<file path="config.mk">
export PLATFORM = sky130hd
export DESIGN_NAME = grey_colorize
export DESIGN_NICKNAME = d
export VERILOG_FILES = /design/src/rtl/grey_colorize.sv
export SDC_FILE = /design/constraint.sdc
export NUM_CORES = 1
export LEC_CHECK = 0
export ABC_CLOCK_PERIOD_IN_PS = 4100
export BUFFER_PORTS_ARGS = -buffer_cell sky130_fd_sc_hd__buf_2
export CORE_AREA = 3 3 96 98
export CTS_CLUSTER_DIAMETER = 40
export CTS_CLUSTER_SIZE = 12
export DETAILED_ROUTE_END_ITERATION = 12
export DIE_AREA = 0 0 99 101
export GPL_ROUTABILITY_DRIVEN = 1
export PLACE_DENSITY = 0.81
export SYNTH_ARGS = -nofsm -noshare
export SYNTH_HDL_FRONTEND = slang
export SYNTH_SLANG_ARGS = --single-unit
</file>
<file path="constraint.sdc">
create_clock -name clk -period 4.1 [get_ports clk]
set_input_delay 0.41 -clock clk [delete_from_list [all_inputs] [get_ports clk]]
set_output_delay 0.41 -clock clk [all_outputs]
set_load 0.01 [all_outputs]
</file>
<file path="src/rtl/grey_colorize.sv">
// grey_colorize: re-expands a greyscale pixel stream to RGB through a fixed "heat" colormap.
//
// Three-stage AXI4-Stream style pipeline (slave in, master out) with a single global stall.
//   clk          clock
//   aresetn      asynchronous active-low reset
//   s_tdata      input pixel {R,B,G}; only the G slot (grey) is used
//   s_tvalid     input beat valid
//   s_tready     input ready (combinational from m_tready)
//   s_tuser      start-of-frame marker in
//   s_tlast      end-of-line marker in
//   m_tdata      output pixel {R,B,G}
//   m_tvalid     output beat valid
//   m_tready     downstream ready
//   m_tuser      start-of-frame marker out, aligned with m_tdata
//   m_tlast      end-of-line marker out, aligned with m_tdata
//   frame_count  number of SOF beats transferred on the master side (wraps)
//   bypass       (COLORIZE_BYPASS_EN only) pass the grey value through uncoloured
//
// Optional feature macro: COLORIZE_BYPASS_EN adds the bypass port.
module grey_colorize #(
    parameter int COLOR_WIDTH = 8,
    parameter int FCNT_WIDTH  = 16
) (
    input  logic                     clk,
    input  logic                     aresetn,
    input  logic [3*COLOR_WIDTH-1:0] s_tdata,
    input  logic                     s_tvalid,
    output logic                     s_tready,
    input  logic                     s_tuser,
    input  logic                     s_tlast,
    output logic [3*COLOR_WIDTH-1:0] m_tdata,
    output logic                     m_tvalid,
    input  logic                     m_tready,
    output logic                     m_tuser,
    output logic                     m_tlast,
`ifdef COLORIZE_BYPASS_EN
    input  logic                     bypass,
`endif
    output logic [FCNT_WIDTH-1:0]    frame_count
);
    localparam int W = COLOR_WIDTH;
    localparam logic [W+2:0] MAX = {3'b000, {W{1'b1}}};

    logic           en;
    logic           v1, u1, l1;
    logic [W-1:0]   g1;
    logic           v2, u2, l2;
    logic [W+2:0]   r2, gr2, b2;
    logic [W+2:0]   t;
    logic [3*W-1:0] pix;
    logic           unused_slots;
`ifdef COLORIZE_BYPASS_EN
    logic           byp2;
    logic [W-1:0]   g2;
`endif

    assign unused_slots = ^s_tdata[3*W-1:W];
    assign en = !m_tvalid || m_tready;
    assign s_tready = en;
    assign t = {3'b000, g1} + {2'b00, g1, 1'b0};

    // Raw values are two's complement in W+3 bits: top bit set means negative,
    // otherwise any of bits [W+1:W] set means the value exceeds M.
    function automatic logic [W-1:0] sat(input logic [W+2:0] x);
        return x[W+2] ? '0 : (|x[W+1:W]) ? '1 : x[W-1:0];
    endfunction

`ifdef COLORIZE_BYPASS_EN
    assign pix = byp2 ? {g2, g2, g2} : {sat(r2), sat(b2), sat(gr2)};
`else
    assign pix = {sat(r2), sat(b2), sat(gr2)};
`endif

    always_ff @(posedge clk or negedge aresetn) begin
        if (!aresetn) begin
            {v1, u1, l1, g1} <= '0;
            {v2, u2, l2, r2, gr2, b2} <= '0;
            {m_tvalid, m_tuser, m_tlast, m_tdata} <= '0;
            frame_count <= '0;
`ifdef COLORIZE_BYPASS_EN
            byp2 <= 1'b0;
            g2 <= '0;
`endif
        end else begin
            if (en) begin
                v1 <= s_tvalid;
                u1 <= s_tuser;
                l1 <= s_tlast;
                g1 <= s_tdata[W-1:0];
                v2 <= v1;
                u2 <= u1;
                l2 <= l1;
                r2 <= t;
                gr2 <= t - MAX;
                b2 <= t - (MAX << 1);
`ifdef COLORIZE_BYPASS_EN
                byp2 <= bypass;
                g2 <= g1;
`endif
                m_tvalid <= v2;
                m_tuser <= u2;
                m_tlast <= l2;
                m_tdata <= pix;
            end
            if (m_tvalid && m_tready && m_tuser)
                frame_count <= frame_count + 1'b1;
        end
    end
endmodule

</file>
==> results of run 1 <==
-- through the flow --
step                power (uW)  cell area [um^2]  worst slack [ns]  instances
finish                    3688              4808            0.8466        586
global route              3949              4808            0.6713        586
CTS                       3707              4808            0.8626        586
detailed placement        2966              4567            0.8986        571
global placement          2904              4567            0.9855        571
floorplan                 2512              4202             1.234        424
-- report_power, final --
group	internal [uW]	total, uW	switching [uW]
clock	407	727	320
combinational	620	1520	904
sequential	1210	1440	227
-- cell usage in the layout (no fill, tap or decap), types with 2 or more instances in the layout --
cell type   n
buf_2      56
nor3_1      2
mux2_2      2
xnor2_1    21
clkbuf_8    9
nand3_1    13
or2_2       3
o31ai_1    17
o21ai_0    14
o22a_1      8
a21o_1      2
nor2_1     42
nand2_1    94
o211ai_1    3
xor2_1      9
bufinv_16   3
o21ai_1     5
a211o_1     2
nand4_1     2
a2111oi_4   2
dfrtp_1    88
buf_4       4
and3_1      4
o2111ai_1   2
ha_1       12
nand2b_1    2
a21oi_1    16
inv_1      12
-- sequential cells by signal, indices dropped and copies added, names as in the netlist, 8 cells and up --
register	cells
b2	11
frame_count	16
g1	8
gr2	11
m_tdata	24
r2	9
-- worst paths after layout --
check | start | to | slack (ns) | cells past startpoint
min in group asynchronous | aresetn | gr2[8] | 0.26 | 1
worst min-delay path | s_tvalid | v1 | 0.25 | 3
worst max-delay path | g1[0] | gr2[9] | 0.85 | 9
max in group asynchronous | aresetn | r2[3] | 3.15 | 1
worst min register to register | frame_count[15] | frame_count[15] | 0.47 | 1
worst max register to register | g1[0] | gr2[9] | 0.85 | 9
-- critical path: stages (launching register included) --
cell	delay, ns
dfrtp_1	0.48
ha_1	0.29
fa_1	0.64
ha_1	0.27
nand2_1	0.11
a2111oi_4	0.34
o221ai_2	0.21
or4_4	0.47
a41oi_2	0.20
a21boi_1	0.17
-- layer usage --
metal | vias to the layer above | global-route usage (%) | wire, um | share of wire [%]
met2 | 58 | 28.82 | 4095 | 48
met5 | - | 0 | 0 | 0
met3 | 10 | 3.183 | 329 | 3.8
met4 | 0 | 7.038 | 125 | 1.5
li1 | 1539 | - | - | -
met1 | 1521 | 23.80 | 4049 | 47
-- cells by family (layout without fill, tap and decap cells) --
group | Yosys count | in the layout | synth area share [%]
multiplexers | 2 | 2 | 0.5360
AND/OR/NAND/NOR | 172 | 172 | 18.02
XOR/XNOR | 31 | 31 | 6.641
adder cells (fa/ha/maj) | 13 | 13 | 4.050
AO/OA/AOI/OAI | 85 | 85 | 15.19
flip-flops | 88 | 88 | 52.41
buffers and inverters | 33 | 87 | 3.156
-- area by class of cell --
| cell class | count | area share [%] |
|---|---|---|
| multi-input cells | 303 | 38.98 |
| flip-flops and latches | 88 | 45.80 |
| well taps | 108 | 2.810 |
| inverters | 12 | 0.9368 |
| clock inverters | 6 | 2.446 |
| clock buffers | 9 | 2.576 |
| repair buffers | 60 | 6.453 |
==> metrics.sh, run 1 <==
CTS_MADE_BUFFERS=9
HOLD_VIOL_FINAL=0
SYNTH_MOST_COMMON_CELL='nand2_1'
CLOCKROOTBUFFER='clkbuf_8'
FINALCOREUTILIZATION_PCT=56.23
ANTENNA_CELLS_INSERTED=0
DIE_X_UM=99
DRT_FIRST_PASS_ITERS=4
TIMING.HOLD.WS_NS=0.2461
SYNTH_LARGEST_TYPE_AREA_FRACTION_PCT=52.41
DIE_HEIGHT_UM=101
MAPPEDNETLISTAREA_UM2=4202
POWER_DENSITY_nW_PER_UM2=767.1
PLACEMENT.IO_BUFFERS=57
AVGROUTEDWIREPERCELL_UM=14.68
SYNTH_AREA_PER_CELL_UM2=9.909
ROUTE.ANTENNA.REMAINING_NETS=0
FINCLKSKEW_NS=0.01082
DESIGN.PORTCOUNT=74
TIMING.MAX_CAP.VIOLATIONS=0
HIGHEST_ACHIEVABLE_CLOCK_RATE_MHz=307.4
CRIT_FANOUT=7
VDD.IR_DROP.WORST_mV=0.3125
VIAS_PER_CELL=5.338
WORSTMARGINPINSLEW_NS=1.095
GRT_MAX_DEGREE=89
SYNTH_CELL_TYPES=53
WORST-SETUP-PATH-TYPE='register to register'
SYNTH-SEQ-AREA-SHARE_PCT=52.41
ASYNC_RESET_FF_SHARE_PCT=100.0
CTS_HOLD_BUF=0
FIRST_PASS_GRT_WIRE_LENGTH_MM=14.32
GLOBAL_ROUTE.USAGE.TOTAL_PCT=17.78
CTS-ROOT-TO-SINK-BUFFERS=2
LEAKAGEPOWER_uW=0.002230
CLKLATENCYLATEPIN_NS=0.36
REMAINING_DRC_ERRORS=0
DRT_FIRST_ITER_VIOLATIONS=203
CTS_TREE='yes'
YOSYS-TOP-CELLS-AREA='dfrtp_1, nand2_1, xnor2_1'
FLOORPLAN.DIE_AREA_UM2=9999
CRITPATHCAPTURETYPE='register'
VIAS=3128
ANTENNA_FOUND_INITIAL=0
SETUP_REPAIR_AFTER_GLOBAL_ROUTING_MISSED_ITS_MARGIN='false'
SYN-NUM-NETS=467
HPWLAFTERDP_MM=5.839
GP_ROUTABILITY_CONGESTION=0.8443
FINAL.PERIOD_UTILIZATION_PCT=79.35
FLOW.AREA_GROWTH_FROM_SYNTHESIS_PCT=14.44
NUM-NETS-FINAL=517
WORSTSETUPSTARTPOINTTYPE='register'
DRT_WL_TOTAL_MM=8.600
CORE_UM2=8551
SLEW_HEADROOM_PCT=26.98
WORSTHOLDPATHTYPE='primary input to register'
FINAL_LAYOUT_SIZE_SUFFIX_GT1_SHARE_PCT=19.04
POST_CTS_RESIZE_COUNT=0
SYNTH_LARGEST_AREA_CELL='dfrtp_1'
AREA_USED_BY_MULTI_INPUT_COMBINATIONAL_LOGIC_UM2=1874
CLK_PIN_SLEW_WORST_PATHS_NS=0.09
SLEW_VIOL_FINAL=0
CRITPATHARRIVALTIME_NS=3.54
COUNT_OF_FLIP_FLOPS_WITH_A_BUILT_IN_ENABLE_AFTER_SYNTHESIS=0
YS_WARN_COUNT=0
TOTALNEGATIVESETUPSLACK_NS=0
TRITONCTS_NUM_SINKS=88
SETUP_VIOL=0
SYNTH-SEQ-CELLS=88
CP.REQUIRED_NS=4.38
POST_SYNTH_INST_COUNT=424
INITIAL_CORE_UTIL_PCT=49.14
VIAS_IN_THE_FIRST_GLOBAL_ROUTE=3053
GR-TOTAL-OVERFLOW=0
LAYOUT.FILLER_CELLS=755
FLOORPLAN.ROWS=34
SYNTH_COMMONEST_CELLS='nand2_1, dfrtp_1, nor2_1'
RUN_STATUS='finished clean'
FINALCRITICALPERIOD_NS=3.253
SEQ_AREA_UM2=2202
CTS_SETUP_BUFFERS=0
SYNTH_TOP_FLOP_CELL='dfrtp_1'
H_TREE_LEVELS=3
(Power assumes the default switching activity.)
==> inputs of run 2 (changes only) <==
==> config.mk (replaced) <==
export PLATFORM = sky130hd
export DESIGN_NAME = grey_colorize
export DESIGN_NICKNAME = d
export VERILOG_FILES = /design/src/rtl/grey_colorize.sv
export SDC_FILE = /design/constraint.sdc
export NUM_CORES = 1
export LEC_CHECK = 0
export ABC_AREA = 1
export ABC_CLOCK_PERIOD_IN_PS = 2900
export BUFFER_PORTS_ARGS = -buffer_cell sky130_fd_sc_hd__buf_2
export CORE_AREA = 3 3 97 99
export CTS_CLUSTER_DIAMETER = 40
export CTS_CLUSTER_SIZE = 12
export DETAILED_ROUTE_END_ITERATION = 12
export DIE_AREA = 0 0 100 102
export GPL_ROUTABILITY_DRIVEN = 1
export PLACE_DENSITY = 0.84
export SYNTH_ARGS = -nofsm -noshare
export SYNTH_HDL_FRONTEND = slang
export SYNTH_SLANG_ARGS = --single-unit
==> constraint.sdc (replaced) <==
create_clock -name clk -period 2.9 [get_ports clk]
set_input_delay 0.29 -clock clk [delete_from_list [all_inputs] [get_ports clk]]
set_output_delay 0.29 -clock clk [all_outputs]
set_load 0.01 [all_outputs]
==> run 2 against run 1 <==
  * Hold slack got worse by 0.14 ns
  * Non-clock buffer count rose by 1
  * Setup slack got worse by 0.41 ns
  * First-iteration DRC count rose by 33%
  * Final cell count rose by 15%
  * Final area rose by 2.0%
  * Fmax rose by 32%
  * Utilization rose by 0.56 points
  * Flip-flop and latch count did not move
  * Combinational power rose by 37%
==> metrics.sh, run 2 <==
RUN_STATUS='finished clean'
VIAS_PER_CELL=5.177  # -3.0%
DIE_X_UM=100  # +1.0%
CRITPATHARRIVALTIME_NS=2.71  # -0.83 ns
DRT_FIRST_ITER_VIOLATIONS=271  # +33%
TRITONCTS_NUM_SINKS=88  # unchanged
GRT_MAX_DEGREE=89  # unchanged
WORST_R2R_ENDPOINT='gr2[9]'
H_TREE_LEVELS=3  # unchanged
CRITPATHCAPTURETYPE='register'
WORSTSETUPSTARTPOINTTYPE='register'
CTS_HOLD_BUF=0  # unchanged
FF2FF_PATH_DEPTH=10  # +1
RR_STARTPOINT='g1[0]'
FLOORPLAN.DIE_AREA_UM2=10200  # +2.0%
CTS-ROOT-TO-SINK-BUFFERS=2  # unchanged
VIAS_IN_THE_FIRST_GLOBAL_ROUTE=3461  # +13%
SYNTH_LARGEST_TYPE_AREA_FRACTION_PCT=51.39  # -1.0 points
CORE_UM2=8636  # +1.0%
FINAL_COMMON_CELL='nand2_1'
DRT_WL_TOTAL_MM=8.996  # +4.6%
POSTLAYOUTCELLAREA_UM2=4905  # +2.0%
LARGEST-REGISTER='m_tdata'
FLOW.AREA_GROWTH_FROM_SYNTHESIS_PCT=14.45  # about the same
HOLD_VIOL_FINAL=0  # unchanged
HPWLAFTERDP_MM=6.391  # +9.5%
FINALCRITICALPERIOD_NS=2.468  # -0.7851 ns
DRT_FIRST_PASS_ITERS=5  # +1
FINALCOREUTILIZATION_PCT=56.80  # +0.56 points
WORST-SETUP-PATH-TYPE='register to register'
TIMING.MAX_CAP.VIOLATIONS=0  # unchanged
TOTALNEGATIVESETUPSLACK_NS=0  # unchanged
MOST_FREQUENT_CELLS_IN_THE_LAYOUT='nand2_1, dfrtp_1, buf_2'
LAYOUT.FILLER_CELLS=756  # +0.13%
TIMING.HOLD.WS_NS=0.1033  # -0.1428 ns
CLK_PIN_SLEW_WORST_PATHS_NS=0.09  # about the same
CTS_MADE_BUFFERS=9  # unchanged
CRIT_FANOUT=5  # -2
SYNTH-SEQ-AREA-SHARE_PCT=51.39  # -1.0 points
FLOORPLAN.ROWS=34  # unchanged
GR-TOTAL-OVERFLOW=0  # unchanged
SYNTH_CELL_TYPES=33  # -38%
WORSTMARGINPINSLEW_NS=1.091  # -0.004654 ns
SYNTH_TOP_FLOP_CELL='dfrtp_1'
SLEW_VIOL_FINAL=0  # unchanged
CP.REQUIRED_NS=3.14  # -1.24 ns
FF2FF_SETUP_SLACK_NS=0.43  # -0.41 ns
POST_CTS_RESIZE_COUNT=0  # unchanged
REMAINING_DRC_ERRORS=0  # unchanged
YOSYS-TOP-CELLS-AREA='dfrtp_1, nand2_1, o21ai_0'
FIRST_PASS_GRT_WIRE_LENGTH_MM=15.81  # +10%
CLOCKROOTBUFFER='clkbuf_8'
SETUP_VIOL=0  # unchanged
ANTENNA_FOUND_INITIAL=0  # unchanged
POWER_DENSITY_nW_PER_UM2=1025  # +34%
CTS_SETUP_BUFFERS=0  # unchanged
SYNTH_LARGEST_AREA_CELL='dfrtp_1'
P_TOTAL_uW=5029  # +36%
SYNTH_MOST_COMMON_CELL='nand2_1'
CLKLATENCYLATEPIN_NS=0.36  # about the same
ROUTE.ANTENNA.REMAINING_NETS=0  # unchanged
FINCLKSKEW_NS=0.01196  # +0.001137 ns
NUM-NETS-FINAL=602  # +16%
HIGHEST_ACHIEVABLE_CLOCK_RATE_MHz=405.1  # +32%
SYN-NUM-NETS=546  # +17%
INITIAL_CORE_UTIL_PCT=49.62  # +0.49 points
ANTENNA_CELLS_INSERTED=0  # unchanged
YS_WARN_COUNT=0  # unchanged
ASYNC_RESET_FF_SHARE_PCT=100.0  # unchanged
WORSTHOLDPATHTYPE='primary input to asynchronous set/reset pin'
VDD.IR_DROP.WORST_mV=0.3201  # +2.4%
LARGEST_REGISTER_FFS=24  # unchanged
FINAL_LAYOUT_SIZE_SUFFIX_GT1_SHARE_PCT=20.92  # +1.9 points
GP_ROUTABILITY_CONGESTION=0.8677  # +2.8%
MAPPEDNETLISTAREA_UM2=4285  # +2.0%
CTS_TREE='yes'
REG.LARGEST.LIST='m_tdata (24), frame_count (16)'
SEQ_AREA_UM2=2202  # unchanged
SETUP_REPAIR_AFTER_GLOBAL_ROUTING_MISSED_ITS_MARGIN='false'
SYNTH_COMMONEST_CELLS='nand2_1, dfrtp_1, nor2_1'
AREA_USED_BY_MULTI_INPUT_COMBINATIONAL_LOGIC_UM2=1861  # -0.73%
SYNTH_AREA_PER_CELL_UM2=8.520  # -14%
SLEW_HEADROOM_PCT=27.29  # +0.31 points
COUNT_OF_FLIP_FLOPS_WITH_A_BUILT_IN_ENABLE_AFTER_SYNTHESIS=0  # unchanged
GLOBAL_ROUTE.USAGE.TOTAL_PCT=19.22  # +1.4 points
POST_SYNTH_INST_COUNT=503  # +19%
DPL_CELL_AREA_UM2=4679  # +2.5%
FINAL.PERIOD_UTILIZATION_PCT=85.11  # +5.8 points
VIAS=3479  # +11%
AVGROUTEDWIREPERCELL_UM=13.39  # -8.8%
PLACEMENT.IO_BUFFERS=57  # unchanged
LEAKAGEPOWER_uW=0.002491  # +12%
DESIGN.PORTCOUNT=74  # unchanged
SYNTH-SEQ-CELLS=88  # unchanged
DIE_HEIGHT_UM=102  # +0.99%
[run 2: cell types whose count changed after synthesis, moves of 6 or more]
| cell | delta |
|---|---|
| nand3_2 | +8 |
| nand2_1 | +56 |
| nor2_2 | +6 |
| o31ai_1 | -16 |
| nor2_1 | +9 |
| clkbuf_1 | -9 |
| a21oi_1 | -10 |
| xnor2_1 | -13 |
| nand3_1 | +13 |
| o22a_1 | -8 |
| o21ai_0 | +32 |
| nand2_2 | +6 |
| inv_1 | +24 |
[run 2: through the flow]
| stage | setup WS (ns) | instances |
|---|---|---|
| 2_1_floorplan | 0.7939 | 503 |
| 3_3_place_gp | 0.6215 | 656 |
| 3_5_place_dp | 0.5183 | 656 |
| 4_1_cts | 0.4564 | 672 |
| 5_1_grt | 0.3164 | 672 |
| 6_report | 0.4317 | 672 |
[run 2: worst max path at each step]
| stage | start | endpoint | cells past startpoint |
|---|---|---|---|
| 6_report | g1[0] | gr2[9] | 10 |
| 5_1_grt | g1[0] | gr2[9] | 10 |
| 4_1_cts | g1[0] | gr2[9] | 10 |
| 3_5_place_dp | g1[0] | gr2[9] | 10 |
| 3_3_place_gp | g1[0] | b2[9] | 10 |
| 2_1_floorplan | g1[0] | gr2[9] | 10 |
[run 2: cell type report]
class | count | area share [%]
Tap cell | 108 | 2.755
Clock buffer | 9 | 2.526
Sequential cell | 88 | 44.90
Multi-Input combinational cell | 356 | 37.93
Inverter | 43 | 3.342
Clock inverter | 7 | 2.066
Timing Repair Buffer | 61 | 6.480
[run 2: kinds of logic after synthesis]
| family | count (synthesis) | synth area share [%] |
|---|---|---|
| flip-flops | 88 | 51.39 |
| adder cells (fa/ha/maj) | 13 | 3.971 |
| multiplexers | 1 | 0.2628 |
| AO/OA/AOI/OAI | 58 | 6.949 |
| AND/OR/NAND/NOR | 267 | 28.58 |
| buffers and inverters | 59 | 5.372 |
| XOR/XNOR | 17 | 3.475 |
[run 2: metal layers]
metal | up-vias | part of all wire [%] | track usage, %
met3 | 22 | 5.1 | 4.096
met1 | 1647 | 43 | 24.77
met4 | 0 | 2.5 | 8.394
li1 | 1706 | - | -
met5 | - | 0 | 0
met2 | 104 | 49 | 31.55
[run 2: critical path, stage by stage (launching register included)]
cell     delay, ns
dfrtp_1       0.47
ha_1          0.29
fa_1          0.59
ha_1          0.22
inv_1         0.11
nor2_8        0.15
nand3_2       0.10
nor2_1        0.12
nand2_1       0.11
nand3_1       0.12
nand3_1       0.08
[run 2: report_power, final]
part           internal, uW  total, uW  switching [uW]
clock network           492        948             455
logic                   722       2080            1360
registers              1710       2000             290
total                  2920       5030            2110
==> inputs of run 3 (changes only) <==
--- a/config.mk
+++ b/config.mk
@@ -6,13 +6,13 @@
 export NUM_CORES = 1
 export LEC_CHECK = 0
 export ABC_AREA = 1
-export ABC_CLOCK_PERIOD_IN_PS = 2900
+export ABC_CLOCK_PERIOD_IN_PS = 2100
 export BUFFER_PORTS_ARGS = -buffer_cell sky130_fd_sc_hd__buf_2
-export CORE_AREA = 3 3 97 99
+export CORE_AREA = 3 3 124 78
 export CTS_CLUSTER_DIAMETER = 40
 export CTS_CLUSTER_SIZE = 12
 export DETAILED_ROUTE_END_ITERATION = 12
-export DIE_AREA = 0 0 100 102
+export DIE_AREA = 0 0 127 81
 export GPL_ROUTABILITY_DRIVEN = 1
 export PLACE_DENSITY = 0.84
 export SYNTH_ARGS = -nofsm -noshare
==> constraint.sdc (replaced) <==
create_clock -name clk -period 2.1 [get_ports clk]
set_input_delay 0.21 -clock clk [delete_from_list [all_inputs] [get_ports clk]]
set_output_delay 0.21 -clock clk [all_outputs]
set_load 0.01 [all_outputs]
==> run 3 against run 2 <==
  * The flow now finishes with violations (negative setup slack)
  * Flip-flop and latch count unchanged
  * Largest power group unchanged
  * Critical path type unchanged
  * Hold slack worse by 0.039 ns
  * Final cell count is 2.7% higher
  * Setup slack got worse by 0.46 ns
  * Largest cell class unchanged
  * Die area rose by 0.85%
  * Sequential power grew 38%
  * Critical endpoint is now gr2[10]
  * Highest routed layer unchanged
  * Count of clock-buffer cells in the layout up 5
  * Clock power increased by 61%
  * Non-clock buffer count grew 14
==> metrics.sh, run 3 (synthesized netlist as in run 2, its figures left out) <==
SLEW_VIOL_FINAL=0  # unchanged
RR_STARTPOINT='g1[1]'
FINAL_CRITICAL_PATH_SETUP_SLACK_NS=-0.02470  # -0.4564 ns
DRT_FIRST_ITER_VIOLATIONS=283  # +4.4%
CTS_TREE='yes'
CLK_PIN_SLEW_WORST_PATHS_NS=0.06  # -0.03 ns
MIN-DELAY-START='s_tdata[3]'
FINAL.PERIOD_UTILIZATION_PCT=101.2  # +16 points
SLEW_HEADROOM_PCT=64.06  # +37 points
CRITPATHCAPTURETYPE='register'
TOTALNEGATIVESETUPSLACK_NS=-0.02470  # -0.02470 ns
POWER_DENSITY_nW_PER_UM2=1454  # +42%
SETUP_VIOL=1  # +1
MIN_PATH_CELLS=3
WORST-SETUP-PATH-TYPE='register to register'
VDD.IR_DROP.WORST_mV=0.7387  # +130%
REMAINING_DRC_ERRORS=0  # unchanged
CLKLATENCYLATEPIN_NS=0.34  # -0.02 ns
REG.LARGEST.LIST='m_tdata (24), frame_count (16)'
LAYOUT.FILLER_CELLS=702  # -7.1%
LARGEST-REGISTER='m_tdata'
INITIAL_CORE_UTIL_PCT=50.28  # +0.66 points
FINAL_COMMON_CELL='nand2_1'
PLACEMENT.IO_BUFFERS=57  # unchanged
CRIT_FANOUT=4  # -1
VIAS_IN_THE_FIRST_GLOBAL_ROUTE=3491  # +0.87%
WORSTMARGINPINSLEW_NS=0.5391  # -0.5515 ns
P_TOTAL_uW=7606  # +51%
ANTENNA_CELLS_INSERTED=0  # unchanged
RUN_STATUS='finished with violations'
FAILED_CHECKS='negative setup slack'
DRT_FIRST_PASS_ITERS=4  # -1
DESIGN.PORTCOUNT=74  # unchanged
AVGROUTEDWIREPERCELL_UM=14.05  # +4.9%
TRITONCTS_NUM_SINKS=88  # unchanged
NUM-NETS-FINAL=616  # +2.3%
MOST_FREQUENT_CELLS_IN_THE_LAYOUT='nand2_1, dfrtp_1, buf_2'
CTS_MADE_BUFFERS=9  # unchanged
H_TREE_LEVELS=3  # unchanged
CLOCKROOTBUFFER='clkbuf_16'
FF2FF_PATH_DEPTH=10  # unchanged
DIE_HEIGHT_UM=81  # -21%
WL_MET3_UM=576  # +25%
SETUP_REPAIR_AFTER_GLOBAL_ROUTING_MISSED_ITS_MARGIN='true'
DRT_WL_TOTAL_MM=9.692  # +7.7%
HIGHEST_ROUTED_METAL_LAYER='met4'
ROUTE.ANTENNA.REMAINING_NETS=0  # unchanged
VIAS_PER_CELL=5.188  # +0.22%
FIRST_PASS_GRT_WIRE_LENGTH_MM=16.30  # +3.1%
CORE_UM2=8523  # -1.3%
CRITPATHARRIVALTIME_NS=2.34  # -0.37 ns
CTS-ROOT-TO-SINK-BUFFERS=2  # unchanged
HIGHEST_ACHIEVABLE_CLOCK_RATE_MHz=470.7  # +16%
WL_MET1_MM=4.516  # +16%
LARGEST_REGISTER_FFS=24  # unchanged
HOLD_VIOL_FINAL=0  # unchanged
CP.REQUIRED_NS=2.32  # -0.82 ns
WORSTSETUPSTARTPOINTTYPE='register'
FINCLKSKEW_NS=0.004710  # -0.007252 ns
HPWLAFTERDP_MM=6.597  # +3.2%
ANTENNA_FOUND_INITIAL=0  # unchanged
LEAKAGEPOWER_uW=0.002636  # +5.8%
FLOORPLAN.ROWS=26  # -24%
TIMING.MAX_CAP.VIOLATIONS=0  # unchanged
GRT_MAX_DEGREE=66  # -26%
GP_ROUTABILITY_CONGESTION=0.9044  # +4.2%
DIE_X_UM=127  # +27%
FINAL_LAYOUT_SIZE_SUFFIX_GT1_SHARE_PCT=26.64  # +5.7 points
FLOORPLAN.DIE_AREA_UM2=10290  # +0.85%
CRITICAL_PATH_ORIGIN='g1[1]'
WORSTHOLDPATHTYPE='primary input to register'
MET2_WIRELENGTH_MM=4.461  # +1.3%
VIAS=3580  # +2.9%
FINALCRITICALPERIOD_NS=2.125  # -0.3436 ns
GR-TOTAL-OVERFLOW=0  # unchanged
FLOW.AREA_GROWTH_FROM_SYNTHESIS_PCT=22.04
GLOBAL_ROUTE.USAGE.TOTAL_PCT=20.07  # +0.85 points
==> run 3: changes by cell type in the layout (fill, tap and decap cells not counted), moves of 3 or more <==
| cell | previous run | this run |
|---|---|---|
| buf_4 | 5 | 15 |
| clkbuf_16 | 0 | 9 |
| clkbuf_8 | 9 | 3 |
| ha_1 | 12 | 8 |
| inv_1 | 36 | 33 |
| inv_2 | 5 | 8 |
| nand2_1 | 150 | 142 |
| nand2_2 | 6 | 12 |
| nand3_1 | 26 | 23 |
| nor2_1 | 50 | 47 |
| nor2_4 | 4 | 8 |
==> run 3: path summary, 6_finish.rpt <==
| path | end | slack [ns] |
|---|---|---|
| max | gr2[10] | -0.02 |
| min | g1[3] | 0.06 |
| max reg2reg | gr2[10] | -0.02 |
| min reg2reg | m_tvalid | 0.46 |
| max in group asynchronous | frame_count[8] | 1.07 |
| min in group asynchronous | m_tdata[17] | 0.40 |
==> run 3: per-layer routing <==
layer	vias to the layer above	track usage, %
li1	1729	-
met1	1714	27.08
met2	118	31.49
met3	19	4.665
met4	0	8.672
met5	-	0
==> run 3: critical path, cell delays in order (launching register included) <==
cell	delay, ns
dfrtp_1	0.42
ha_4	0.19
fa_2	0.58
buf_4	0.13
inv_2	0.05
nor2_8	0.14
nand2_4	0.08
nor2_4	0.17
nand2_2	0.09
nand3_1	0.08
o21ai_1	0.06
==> run 3: metrics by stage <==
step | hold slack [ns] | util [%] | worst slack (ns) | std cells | cell area [um^2]
floorplan | -0.08559 | - | 0.02686 | 503 | 4290
global placement | 0.2204 | 55.93 | 0.01831 | 667 | 4767
detailed placement | 0.2352 | 55.93 | -0.1105 | 667 | 4767
CTS | 0.05336 | 60.03 | 0.004737 | 686 | 5116
global route | 0.06390 | 61.36 | -0.09995 | 690 | 5230
finish | 0.06405 | 61.36 | -0.02470 | 690 | 5230
==> run 3: repair_timing <==
item	in CTS	in global routing
buffers inserted	2	4
pin swaps	7	9
hold buffers	1	0
setup endpoints to repair	7	9
endpoints found under the hold margin	41	0
gates resized for setup	8	25
==> run 3: area by class of cell <==
| cell class | count | area [um^2] | share of cell area [%] |
|---|---|---|---|
| clock buffer | 14 | 274.0 | 5.239 |
| clock inverter | 2 | 12.51 | 0.2392 |
| inverter | 43 | 166.4 | 3.182 |
| multi-input combinational | 356 | 1981 | 37.87 |
| sequential | 88 | 2202 | 42.11 |
| tap | 112 | 140.1 | 2.679 |
| timing repair buffer | 75 | 454.2 | 8.684 |
==> run 3: power breakdown <==
group	leakage (uW)	internal [uW]	switching, uW
combinational	0.00143	1210	2090
clock	0.000139	898	636
sequential	0.00106	2370	403
total	0.00264	4470	3130
